**src/rtl/alu_cmd_sequencer_pkg.sv**
```systemverilog
// Shared types for the ALU command sequencer: opcodes, FSM states, command record.
// Optional divide-by-zero trapping is enabled with ALU_SEQ_DIVZERO_ERR_EN.
package alu_seq_pkg;

    typedef enum logic [2:0] {
        ADD  = 3'b000,
        SUB  = 3'b001,
        MOD  = 3'b010,
        MUL  = 3'b011,
        LAND = 3'b100,
        LOR  = 3'b101,
        LNOT = 3'b110,
        EQ   = 3'b111
    } opcode_e;

    typedef enum logic [1:0] {
        IDLE,
        ISSUE,
        RESP
    } state_e;

    typedef struct packed {
        opcode_e    opcode;
        logic [3:0] a;
        logic [3:0] b;
    } cmd_t;

    function automatic logic is_divzero(cmd_t c);
        return (c.opcode == MOD) && (c.b == 4'd0);
    endfunction

endpackage

```
**src/rtl/alu_cmd_sequencer_if.sv**
```systemverilog
// Bundle of the command, ALU-side and result handshake signals.
// Master drives commands and the ALU result; slave is the sequencer.
interface alu_cmd_sequencer_if;

    logic       in_valid;
    logic       in_ready;
    logic [2:0] in_opcode;
    logic [3:0] in_a;
    logic [3:0] in_b;
    logic [3:0] alu_a;
    logic [3:0] alu_b;
    logic [2:0] alu_opcode;
    logic       alu_en;
    logic [7:0] alu_result;
    logic       out_valid;
    logic       out_ready;
    logic [7:0] out_data;
    logic       out_err;

    modport master (
        output in_valid, in_opcode, in_a, in_b, alu_result, out_ready,
        input  in_ready, alu_a, alu_b, alu_opcode, alu_en,
        input  out_valid, out_data, out_err
    );

    modport slave (
        input  in_valid, in_opcode, in_a, in_b, alu_result, out_ready,
        output in_ready, alu_a, alu_b, alu_opcode, alu_en,
        output out_valid, out_data, out_err
    );

endinterface

```
**src/rtl/alu_cmd_sequencer_fifo.sv**
```systemverilog
// Command FIFO for the ALU sequencer; pointers wrap naturally (DEPTH is 2^n).
module alu_seq_fifo
    import alu_seq_pkg::*;
#(
    parameter  int DEPTH = 4,
    localparam int PW    = $clog2(DEPTH),
    localparam int CW    = $clog2(DEPTH + 1)
) (
    input  logic          clk,
    input  logic          rst,
    input  logic          push_i,
    input  logic          pop_i,
    input  cmd_t          wdata_i,
    output cmd_t          rdata_o,
    output logic          empty_o,
    output logic [CW-1:0] count_o
);

    cmd_t          mem_q [DEPTH];
    logic [PW-1:0] wptr_q;
    logic [PW-1:0] rptr_q;
    logic [CW-1:0] cnt_q;
    logic [CW-1:0] cnt_d;

    always_comb begin
        cnt_d = cnt_q;
        unique case ({push_i, pop_i})
            2'b10:   cnt_d = cnt_q + CW'(1);
            2'b01:   cnt_d = cnt_q - CW'(1);
            default: cnt_d = cnt_q;
        endcase
    end

    always_ff @(posedge clk) begin
        if (rst) begin
            wptr_q <= '0;
            rptr_q <= '0;
            cnt_q  <= '0;
        end else begin
            if (push_i) wptr_q <= wptr_q + PW'(1);
            if (pop_i)  rptr_q <= rptr_q + PW'(1);
            cnt_q <= cnt_d;
        end
    end

    // Storage needs no reset: the count gates every read.
    always_ff @(posedge clk) begin
        if (push_i) mem_q[wptr_q] <= wdata_i;
    end

    assign rdata_o = mem_q[rptr_q];
    assign empty_o = (cnt_q == '0);
    assign count_o = cnt_q;

endmodule

```
**src/rtl/alu_cmd_sequencer.sv**
```systemverilog
// Buffers ALU commands, issues them one at a time, registers results downstream.
// Define ALU_SEQ_DIVZERO_ERR_EN to trap MOD by zero as an 8'hFF error result.
module alu_cmd_sequencer
    import alu_seq_pkg::*;
#(
    parameter int DEPTH = 4
) (
    input logic clk,
    input logic rst,
    alu_cmd_sequencer_if.slave bus
);

    localparam int CW = $clog2(DEPTH + 1);

    state_e        state_q, state_d;
    cmd_t          head;
    cmd_t          wcmd;
    logic          push, pop, empty, alu_en;
    logic [CW-1:0] fifo_cnt;
    logic [3:0]    a_q, b_q;
    opcode_e       op_q;
    logic [7:0]    data_q;
    logic          valid_q;

    assign bus.in_ready = (fifo_cnt != CW'(DEPTH));
    assign push = bus.in_valid & bus.in_ready;
    assign wcmd = '{opcode: opcode_e'(bus.in_opcode),
                    a: bus.in_a, b: bus.in_b};

    alu_seq_fifo #(.DEPTH(DEPTH)) u_fifo (
        .clk     (clk),
        .rst     (rst),
        .push_i  (push),
        .pop_i   (pop),
        .wdata_i (wcmd),
        .rdata_o (head),
        .empty_o (empty),
        .count_o (fifo_cnt)
    );

`ifdef ALU_SEQ_DIVZERO_ERR_EN
    logic divz_q, err_q;

    always_ff @(posedge clk) begin
        if (rst) begin
            divz_q <= 1'b0;
            err_q  <= 1'b0;
        end else begin
            if (pop) divz_q <= is_divzero(head);
            if (state_q == ISSUE) err_q <= divz_q;
        end
    end

    assign bus.out_err = err_q;
`else
    logic divz_q;
    assign divz_q      = 1'b0;
    assign bus.out_err = 1'b0;
`endif

    always_comb begin
        state_d = state_q;
        pop     = 1'b0;
        alu_en  = 1'b0;
        unique case (state_q)
            IDLE: begin
                if (!empty) begin
                    pop     = 1'b1;
                    state_d = ISSUE;
                end
            end
            ISSUE: begin
                alu_en  = ~divz_q;
                state_d = RESP;
            end
            RESP: begin
                if (bus.out_ready) begin
                    pop     = ~empty;
                    state_d = empty ? IDLE : ISSUE;
                end
            end
            default: state_d = IDLE;
        endcase
    end

    always_ff @(posedge clk) begin
        if (rst) begin
            state_q <= IDLE;
            a_q     <= '0;
            b_q     <= '0;
            op_q    <= ADD;
            data_q  <= '0;
            valid_q <= 1'b0;
        end else begin
            state_q <= state_d;
            if (pop) begin
                a_q  <= head.a;
                b_q  <= head.b;
                op_q <= head.opcode;
            end
            if (state_q == ISSUE) begin
                valid_q <= 1'b1;
                data_q  <= divz_q ? 8'hFF : bus.alu_result;
            end else if (state_q == RESP && bus.out_ready) begin
                valid_q <= 1'b0;
            end
        end
    end

    assign bus.alu_a      = a_q;
    assign bus.alu_b      = b_q;
    assign bus.alu_opcode = op_q;
    assign bus.alu_en     = alu_en;
    assign bus.out_valid  = valid_q;
    assign bus.out_data   = data_q;

endmodule

```
**src/flat_wrapper.sv**
```systemverilog
// flat-port wrapper written by rule: the top's interface ports become plain ports
module alu_cmd_sequencer_flat import alu_seq_pkg::*;
#(
    parameter int DEPTH = 4
)
  (clk, rst, bus_in_valid, bus_in_opcode, bus_in_a, bus_in_b, bus_alu_result, bus_out_ready, bus_in_ready, bus_alu_a, bus_alu_b, bus_alu_opcode, bus_alu_en, bus_out_valid, bus_out_data, bus_out_err);
  alu_cmd_sequencer_if bus_i ();
  input logic clk;
  input logic rst;
  input wire logic [$bits(bus_i.in_valid)-1:0] bus_in_valid;
  input wire logic [$bits(bus_i.in_opcode)-1:0] bus_in_opcode;
  input wire logic [$bits(bus_i.in_a)-1:0] bus_in_a;
  input wire logic [$bits(bus_i.in_b)-1:0] bus_in_b;
  input wire logic [$bits(bus_i.alu_result)-1:0] bus_alu_result;
  input wire logic [$bits(bus_i.out_ready)-1:0] bus_out_ready;
  output wire logic [$bits(bus_i.in_ready)-1:0] bus_in_ready;
  output wire logic [$bits(bus_i.alu_a)-1:0] bus_alu_a;
  output wire logic [$bits(bus_i.alu_b)-1:0] bus_alu_b;
  output wire logic [$bits(bus_i.alu_opcode)-1:0] bus_alu_opcode;
  output wire logic [$bits(bus_i.alu_en)-1:0] bus_alu_en;
  output wire logic [$bits(bus_i.out_valid)-1:0] bus_out_valid;
  output wire logic [$bits(bus_i.out_data)-1:0] bus_out_data;
  output wire logic [$bits(bus_i.out_err)-1:0] bus_out_err;
  assign bus_i.in_valid = bus_in_valid;
  assign bus_i.in_opcode = bus_in_opcode;
  assign bus_i.in_a = bus_in_a;
  assign bus_i.in_b = bus_in_b;
  assign bus_i.alu_result = bus_alu_result;
  assign bus_i.out_ready = bus_out_ready;
  assign bus_in_ready = bus_i.in_ready;
  assign bus_alu_a = bus_i.alu_a;
  assign bus_alu_b = bus_i.alu_b;
  assign bus_alu_opcode = bus_i.alu_opcode;
  assign bus_alu_en = bus_i.alu_en;
  assign bus_out_valid = bus_i.out_valid;
  assign bus_out_data = bus_i.out_data;
  assign bus_out_err = bus_i.out_err;
  alu_cmd_sequencer #(.DEPTH(DEPTH)) u_core (.clk(clk), .rst(rst), .bus(bus_i));
endmodule
```
**config.mk**
```make
export PLATFORM = sky130hd
export DESIGN_NAME = alu_cmd_sequencer_flat
export DESIGN_NICKNAME = d
export VERILOG_FILES = /design/src/rtl/alu_cmd_sequencer_pkg.sv /design/src/rtl/alu_cmd_sequencer_if.sv /design/src/rtl/alu_cmd_sequencer_fifo.sv /design/src/rtl/alu_cmd_sequencer.sv /design/src/flat_wrapper.sv
export SDC_FILE = /design/constraint.sdc
export NUM_CORES = 1
export LEC_CHECK = 0
export BUFFER_PORTS_ARGS = -buffer_cell sky130_fd_sc_hd__clkbuf_2
export CAP_MARGIN = 20
export CORE_MARGIN = 2
export CORE_UTILIZATION = 39
export CTS_CLUSTER_SIZE = 40
export DETAILED_ROUTE_END_ITERATION = 16
export GPL_TIMING_DRIVEN = 1
export SYNTH_ARGS = -nofsm -noshare
export SYNTH_HDL_FRONTEND = slang
export SYNTH_HIERARCHICAL = 1
export SYNTH_SLANG_ARGS = --single-unit
export TNS_END_PERCENT = 1
```
**constraint.sdc**
```tcl
create_clock -name clk -period 2.1 [get_ports clk]
set_clock_uncertainty 0.15 [all_clocks]
set_input_delay 0.105 -clock clk [delete_from_list [all_inputs] [get_ports clk]]
set_output_delay 0.105 -clock clk [all_outputs]
set_load 0.01 [all_outputs]
```
# Yosys cells after proc, flatten, opt, wreduce, memory -nomap -nowiden
# Memories as Yosys holds them, arrays and structs flattened. A register that Yosys moved wholly into a read port is not among the register bits.
# Cells that the tools add are included.
# word_totals
regBits,18
mem_bits_rw,44
input_bits,23
out_inout_bits,23
word_cells,39
mem_count,1
# memory_table
memory,depth,width,rd,rd_clocked_by_memory_dff,write_ports,line_no,rtl
u_core.u_fifo.mem_q,4,11,1,1,1,alu_cmd_sequencer_fifo.sv:19,cmd_t mem_q [DEPTH];
# classes
addsub,4
eq_ne,7
n_mux,13
bitwise_logic,2
reduce_logical,6
# op_table
op,n
$mux W1,8
$pmux W2 S3,1
$pmux W3 S2,1
$add A2 B1 Y2 const B,2
$eq A2 B1 Y1 const B,2
$eq A2 B2 Y1 const B,2
$mux W2,2
$ne A2 B2 Y1 const B,2
$reduce_bool A2 Y1,2
$add A3 B1 Y3 const B,1
$logic_not A3 Y1,1
$ne A3 B3 Y1 const B,1
$sub A3 B1 Y3 const B,1
$logic_not A2 Y1,1
$pmux W1 S2,1
$reduce_and A2 Y1,1
$and A1 B1 Y1,1
$logic_and A1 B1 Y1,1
$not A1 Y1,1

# Longest topological paths before layout
# Gate-level depths: netlist of the first run.
# logic_depth
depth_word,6
depth_mapped,10
mapped_depth_nobuf,10

# Hierarchy
# Netlist of the first run, hierarchy kept.
# by_module_without_submodules
module,n_inst,cells_per_inst,area_each_um2,seq_area_each_um2
alu_seq_fifo,1,103,2016.9,1501.4
alu_cmd_sequencer,1,100,935.9,440.4

# Least setup slack after synthesis of the first run
# No wires, ideal clock.
# synth_path
path_type,register to register
start,register u_core.u_fifo.cnt_q[0] (netlist: u_core/u_fifo/count_o[0])
end,register u_core.u_fifo.cnt_q[2] (netlist: u_core/u_fifo/count_o[2])
setup_time_ps,70
arrival_time_ps,2037
required_time_ps,1880
setup_slack_ps,-157
path_stages_with_launch,10
path_buffers,1
period_less_slack_ps,2257
path_cell_list,dfxtp_1 > nor3_1 > nor3_4 > buf_12 > ha_1 > inv_1 > fa_1 > xor2_1 > or3_1 > a21oi_1
# synth_between
elab_chain_cells,6
elab_cells_between_ends,13
classes_between,2 x add/sub; 3 x eq/ne; 4 x mux; 2 x bitwise; 2 x reduce/logical
# synth_rtl
element,line_no,rtl
from (decl),alu_cmd_sequencer_fifo.sv:22,logic [CW-1:0] cnt_q;
from (signal assigned),alu_cmd_sequencer_fifo.sv:42,cnt_q <= cnt_d;
$logic_not A3 Y1 *,alu_cmd_sequencer_fifo.sv:52,assign empty_o = (cnt_q == '0);
via u_core.empty,alu_cmd_sequencer.sv:18,"logic push, pop, empty, alu_en;"
$not A1 Y1,alu_cmd_sequencer.sv:78,pop = ~empty;
$mux W1,alu_cmd_sequencer.sv:77,if (bus.out_ready) begin
$pmux W1 S2 *,alu_cmd_sequencer.sv:65,unique case (state_q)
via u_core.pop,alu_cmd_sequencer.sv:18,
$eq A2 B1 Y1 / $eq A2 B2 Y1 (equally long branches),alu_cmd_sequencer_fifo.sv:27,"unique case ({push_i, pop_i})"
$pmux W3 S2 / $reduce_bool A2 Y1 (equally long branches),-,
# Mark *: on every way through the listed nets, which the timed path passes. The rest lies on a longest branch.
# A chain may end at the register's enable or synchronous reset.

# Worst setup path after layout of the first run
# layout_path
start,input bus_out_ready
end,register u_core.u_fifo.cnt_q[2] (netlist: u_core/u_fifo/count_o[2])
# layout_between
elab_chain_cells,4
elab_cells_between_ends,6
classes_between,2 x eq/ne; 3 x mux; 1 x reduce/logical
# layout_rtl
element,line_no,rtl
from (decl),flat_wrapper.sv:15,input wire logic [$bits(bus_i.out_ready)-1:0] bus_out_ready;
$mux W1 *,alu_cmd_sequencer.sv:77,
$pmux W1 S2 *,alu_cmd_sequencer.sv:65,
$eq A2 B1 Y1 / $eq A2 B2 Y1 (equally long branches),alu_cmd_sequencer_fifo.sv:27,
$pmux W3 S2 / $reduce_bool A2 Y1 (equally long branches),-,
# Every way passes the cells marked *; elsewhere a longest branch is shown, timed or not.

==> results of run 1 <==
==> synth_stat cells (all sizes together) <==
cell type / count / share of area [%]
ha: 5 / 2.1
nor2b: 1 / 0.47
a211oi: 1 / 0.25
edfxtp: 44 / 45
conb: 1 / 0.13
nor2: 10 / 1.3
o21ai: 2 / 0.34
or3: 1 / 0.21
mux4: 11 / 8.5
and2: 5 / 1.1
mux2i: 12 / 4.1
a21oi: 11 / 1.9
xor2: 3 / 0.89
buf: 6 / 1.9
inv: 7 / 0.89
nand2: 18 / 2.3
nand2b: 24 / 5.1
dfxtp: 31 / 21
fa: 1 / 0.68
clkbuf: 3 / 0.38
clkinv: 1 / 0.30
xnor2: 2 / 0.59
nor4: 1 / 0.21
nor3: 2 / 0.72
==> flip-flops by register name, summed over array words and instances (netlist names), named ones only <==
register / count
u_core/u_fifo/rptr_q: 2
u_core/u_fifo/count_o: 3
u_core/bus.alu_opcode: 3
u_core/bus.out_valid: 1
u_core/bus.out_data: 8
u_core/u_fifo/mem_q: 44
u_core/bus.alu_a: 4
u_core/bus.alu_b: 4
u_core/state_q: 2
u_core/u_fifo/wptr_q: 2
==> final cells by class <==
class | count | area share [%]
sequential | 75 | 52.1
multi-input combinational | 111 | 24.8
timing repair buffer | 74 | 13.3
clock buffer | 10 | 3.69
tap | 99 | 3.32
clock inverter | 6 | 1.94
inverter | 8 | 0.938
==> worst max-delay path by stage <==
stage                             startpoint                        to  slack, ns
floorplan                  u_core/state_q[1]  u_core/u_fifo/count_o[2]      -0.01
global placement    u_core/u_fifo/count_o[1]  u_core/u_fifo/count_o[2]       0.05
detailed placement  u_core/u_fifo/count_o[1]  u_core/u_fifo/count_o[2]       0.04
CTS                 u_core/u_fifo/count_o[1]  u_core/u_fifo/count_o[2]      0.008
global route        u_core/u_fifo/count_o[0]  u_core/u_fifo/count_o[2]      0.001
finish                         bus_out_ready  u_core/u_fifo/count_o[2]       0.08
==> through the flow <==
stage	area, sq um	hold WS [ns]	instances
2_1_floorplan	2970	0.0539	203
5_1_grt	3730	0.239	383
3_5_place_dp	3310	0.182	346
4_1_cts	3720	0.143	382
6_report	3730	0.218	383
3_3_place_gp	3310	0.177	346
==> metal layers <==
layer	GRT usage [%]	wire length, microns	vias up
met1	16.7	2410	805
met4	7.58	98	0
li1	-	-	866
met5	0	0	-
met3	3.07	193	9
met2	20.0	2280	45
==> where the power goes <==
| group | total (W) | switching, W | internal, W |
|---|---|---|---|
| Combinational | 0.00140 | 0.000713 | 0.000691 |
| Clock | 0.00115 | 0.000549 | 0.000596 |
| Sequential | 0.00202 | 0.000152 | 0.00187 |
| Total | 0.00457 | 0.00141 | 0.00316 |
==> worst register-to-register path, cell delays in order, from the launching register on <==
cell     delay (ns)
dfxtp_2        0.33
nor2_1         0.09
nand2_1        0.07
and2_4         0.15
inv_2          0.06
ha_4           0.13
inv_1          0.04
fa_2           0.33
xor2_1         0.15
or3_1          0.30
a21oi_1        0.13
==> timing repair <==
| action | 4_1_cts | 5_1_grt |
|---|---|---|
| hold buffers | 20 | 0 |
| hold endpoints to repair | 54 | 0 |
| setup endpoints to repair | 0 | 1 |
| resized for setup | 0 | 4 |
| buffers inserted | 0 | 1 |
==> cells by family (layout without fill, tap and decap cells) <==
family	after synthesis	after routing	share of synthesized area [%]
AND/OR/NAND/NOR	62	62	11.3
adder cells (fa/ha/maj)	6	6	2.80
XOR/XNOR	5	5	1.48
AO/OA/AOI/OAI	14	14	2.46
multiplexers	23	23	12.6
flip-flops	75	75	65.8
buffers and inverters	17	98	3.47
other	1	1	0.127
==> results.json, run 1 <==
{
  "timing.rr.end": "u_core/u_fifo/count_o[2]",
  "die-width_microns": 91.0,
  "worstPathArrival_ns": 2.14,
  "synthCells": 203,
  "status": "finished, final reports clean",
  "area_growth_pct": 26.5,
  "avgViaCountPerCell": 4.50,
  "ys_types": 29,
  "leakagePower_nw": 1.41,
  "dp.final_hpwl_mm": 3.07,
  "relSlewSlack_pct": 52.3,
  "rows": 31,
  "cp_top_family": "buffers and inverters",
  "hold_viol": 0,
  "ios": 46,
  "gr-total-overflow": 0,
  "synth_warnings": 6,
  "cts_root_buf": "clkbuf_8",
  "worstSkewPairLatency_ns": 0.34,
  "cts_tree": "yes",
  "cp_slowest_stage_delay_ns": 0.52,
  "core_sq_um": 7290,
  "critPathBufInv": 3,
  "totalWireLength_mm": 4.99,
  "ant_nets": 0,
  "ys_seq_elements": 75,
  "drive_gt1_share_pct": 31.3,
  "drc": 0,
  "cp.required_ns": 2.22,
  "fin_ws_ns": 0.0789,
  "grt_pass1_vias": 1685,
  "p_per_area_nw_per_um2": 1220,
  "holdPathStages": 6,
  "maxCapViolCount": 0,
  "hold-path-endpoint": "u_core/u_fifo/count_o[1]",
  "die_h_microns": 91.0,
  "fin_util_pct": 51.2,
  "hp-class": "in2reg",
  "vdd_drop_max_v": 0.000417,
  "grt_max_degree": 42,
  "post-place-ws_ns": 0.0396,
  "io_buffers": 44,
  "critPathKind": "in2reg",
  "worst_pin_slew_ns": 0.715,
  "r2r_setup_slack_ns": 0.09,
  "cts.sinks": 75,
  "vias": 1725,
  "cp_max_fo": 3,
  "rsz0062_at_grt": "no",
  "path_depth": 10,
  "synth.net_count": 232,
  "grt_usage_pct": 13.0,
  "max_freq_mhz": 495,
  "syn-cell-area_sq_um": 2950,
  "period_needed_ns": 2.02,
  "cts_buffer_depth": 2,
  "dr.pass1.iters": 4,
  "fin_tns_setup_ns": 0,
  "nets": 308,
  "fill_cells": 656,
  "fin_total_pwr_w": 0.00457,
  "final_cell_mix": "clkbuf_2, edfxtp_1, dfxtp_1",
  "worstSetupEndpointType": "register",
  "post-route-period-util_pct": 96.2,
  "drt-initial-drc-count": 43,
  "gp_congestion": 0.625,
  "cts.reportedPaths.clkPinSlew_ns": 0.08,
  "worstRegToRegCells": 10,
  "setup_viol": 0,
  "initial_core_util_pct": 40.5,
  "multiInputGateArea_sq_um": 926,
  "h-tree-depth": 3,
  "synth.avg_cell_area_sq_um": 14.5,
  "ff_latch_area_sq_um": 1940,
  "cts_buffers": 9,
  "crit_chain": "dlygate4sd3_1 > clkbuf_2 > nor2b_4 > nor3_4 > ha_4 > inv_1 > fa_2 > xor2_1 > or3_1 > a21oi_1",
  "start_kind": "primary input",
  "yosysSeqAreaShare_pct": 65.8,
  "cp_slowest_cell": "dlygate4sd3_1",
  "antenna_found_initial": 0,
  "min_from": "bus_in_valid",
  "timing.rr.start": "u_core/u_fifo/count_o[0]",
  "wl_per_cell_microns": 13.0,
  "antenna_cells": 0,
  "grt_pass1_wl_mm": 8.18,
  "die_area_sq_um": 8280,
  "drv_slew": 0
}
Note: power is estimated with default switching activity, not from simulation.
==> run 2: changes to the inputs <==
Settings changed: BUFFER_PORTS_ARGS -buffer_cell sky130_fd_sc_hd__clkbuf_2 to -buffer_cell sky130_fd_sc_hd__buf_4, CORE_UTILIZATION 39 to 38, SKIP_CTS_REPAIR_TIMING from default to 1.
==> run 2 against run 1 <==
Sequential share of layout area down 1.7 points. Worst hold slack worse by 0.21 ns. Routed wire length up 3.3%. Largest power group unchanged.
==> results.json, run 2 (synthesized netlist as in run 1, its figures left out) <==
{
  "worstSkewPairLatency_ns": 0.35,
  "hp-class": "in2reg",
  "dp.final_hpwl_mm": 3.20,
  "fin_ws_ns": 0.0647,
  "worstSetupEndpointType": "register",
  "worst_pin_slew_ns": 0.532,
  "core_sq_um": 7610,
  "die_area_sq_um": 8490,
  "stdcell_area_sq_um": 3870,
  "start_kind": "register",
  "rows": 32,
  "nets": 308,
  "cts.reportedPaths.clkPinSlew_ns": 0.08,
  "p_int_w": 0.00333,
  "ios": 46,
  "initial_core_util_pct": 38.8,
  "gp_congestion": 0.653,
  "fin_total_pwr_w": 0.00474,
  "avgViaCountPerCell": 4.47,
  "holdPathStages": 2,
  "largest_reg_flops": 44,
  "setup_viol": 0,
  "critPathKind": "reg2reg",
  "area_growth_pct": 31.0,
  "cts.sinks": 75,
  "clkPwrFrac_pct": 25.1,
  "hold_viol": 0,
  "die-width_microns": 92.2,
  "h-tree-depth": 3,
  "fin_tns_setup_ns": 0,
  "layout_commonest_cell": "buf_4",
  "leakagePower_nw": 1.45,
  "post-place-ws_ns": 0.0199,
  "cp_max_fo": 4,
  "r2r_setup_slack_ns": 0.06,
  "status": "finished, final reports clean",
  "grt_pass1_wl_mm": 7.89,
  "post-route-period-util_pct": 96.9,
  "die_h_microns": 92.2,
  "drive_gt1_share_pct": 32.4,
  "cts_tree": "yes",
  "worstRegToRegCells": 10,
  "fill_cells": 672,
  "drc": 0,
  "grt_pass1_vias": 1609,
  "worstPathArrival_ns": 2.17,
  "cts_buffers": 9,
  "max_freq_mhz": 491,
  "drt-initial-drc-count": 64,
  "grt_usage_pct": 12.4,
  "ant_nets": 0,
  "p_per_area_nw_per_um2": 1220,
  "period_needed_ns": 2.04,
  "switching_share_pct": 29.7,
  "cp.required_ns": 2.23,
  "final_cell_mix": "buf_4, edfxtp_1, dfxtp_1",
  "gr-total-overflow": 0,
  "io_buffers": 44,
  "antenna_cells": 0,
  "regMostFlops": "u_core/u_fifo/mem_q",
  "p_comb_share_pct": 31.8,
  "wl_per_cell_microns": 13.3,
  "totalWireLength_mm": 5.15,
  "vdd_drop_max_v": 0.000388,
  "antenna_found_initial": 0,
  "relSlewSlack_pct": 64.5,
  "seqPwrFrac_pct": 43.1,
  "fin_util_pct": 50.9,
  "postPlaceCellArea_sq_um": 3430,
  "grt_max_degree": 42,
  "maxCapViolCount": 0,
  "switching_power_w": 0.00141,
  "dr.pass1.iters": 4,
  "drv_slew": 0,
  "vias": 1726,
  "cts_root_buf": "clkbuf_8",
  "cts_buffer_depth": 2
}
[run 2: changes by cell type in the layout (fill, tap and decap cells not counted), sizes merged]
cell / before / now
clkbuf: 54 / 9
buf: 10 / 54
bufinv: 1 / 2
clkinvlp: 0 / 1
inv: 9 / 8
[run 2: worst max-delay path, cell delays in order, from the launching register on]
cell	delay, ns
dfxtp_4	0.37
nor2_4	0.11
nand2_2	0.07
and2_4	0.15
inv_4	0.05
ha_4	0.13
inv_2	0.03
fa_2	0.32
xor2_1	0.15
or3_1	0.30
a21oi_1	0.13
[run 2: cell type report]
| class | count | area (sq um) | area share [%] |
|---|---|---|---|
| clock buffers | 9 | 124 | 3.20 |
| clock inverters | 7 | 91.3 | 2.36 |
| inverters | 8 | 37.5 | 0.970 |
| multi-input cells | 111 | 936 | 24.2 |
| flip-flops and latches | 75 | 1950 | 50.3 |
| well taps | 102 | 128 | 3.30 |
| repair buffers | 74 | 606 | 15.7 |
[run 2: metal layers]
metal | global-route usage, % | routed length, microns | vias to the layer above
met3 | 4.35 | 291 | 8
met4 | 6.72 | 104 | 0
met2 | 19.5 | 2450 | 45
met5 | 0 | 0 | -
met1 | 15.1 | 2310 | 812
li1 | - | - | 861
[run 2: worst paths after layout]
path	from	to
setup / recovery	u_core/u_fifo/count_o[1]	u_core/u_fifo/count_o[2]
setup reg to reg	u_core/u_fifo/count_o[1]	u_core/u_fifo/count_o[2]
hold / removal	rst	u_core/u_fifo/count_o[1]
hold reg to reg	u_core/state_q[1]	u_core/bus.out_valid
[run 2: per-stage QoR]
stage                     hold WS (ns)  cells
after floorplan                 0.0539    203
after global placement           0.158    349
after detailed placement         0.159    349
after CTS                       -0.205    365
after global routing            0.0142    386
final                          0.00621    386
[run 2: power by group through the flow]
stage | Combinational, W | Clock [W] | Sequential (W)
floorplan | 0.000977 | 0 | 0.00210
global placement | 0.00146 | 0 | 0.00205
detailed placement | 0.00148 | 0 | 0.00206
CTS | 0.00148 | 0.00122 | 0.00203
global route | 0.00167 | 0.00129 | 0.00208
finish | 0.00151 | 0.00119 | 0.00204
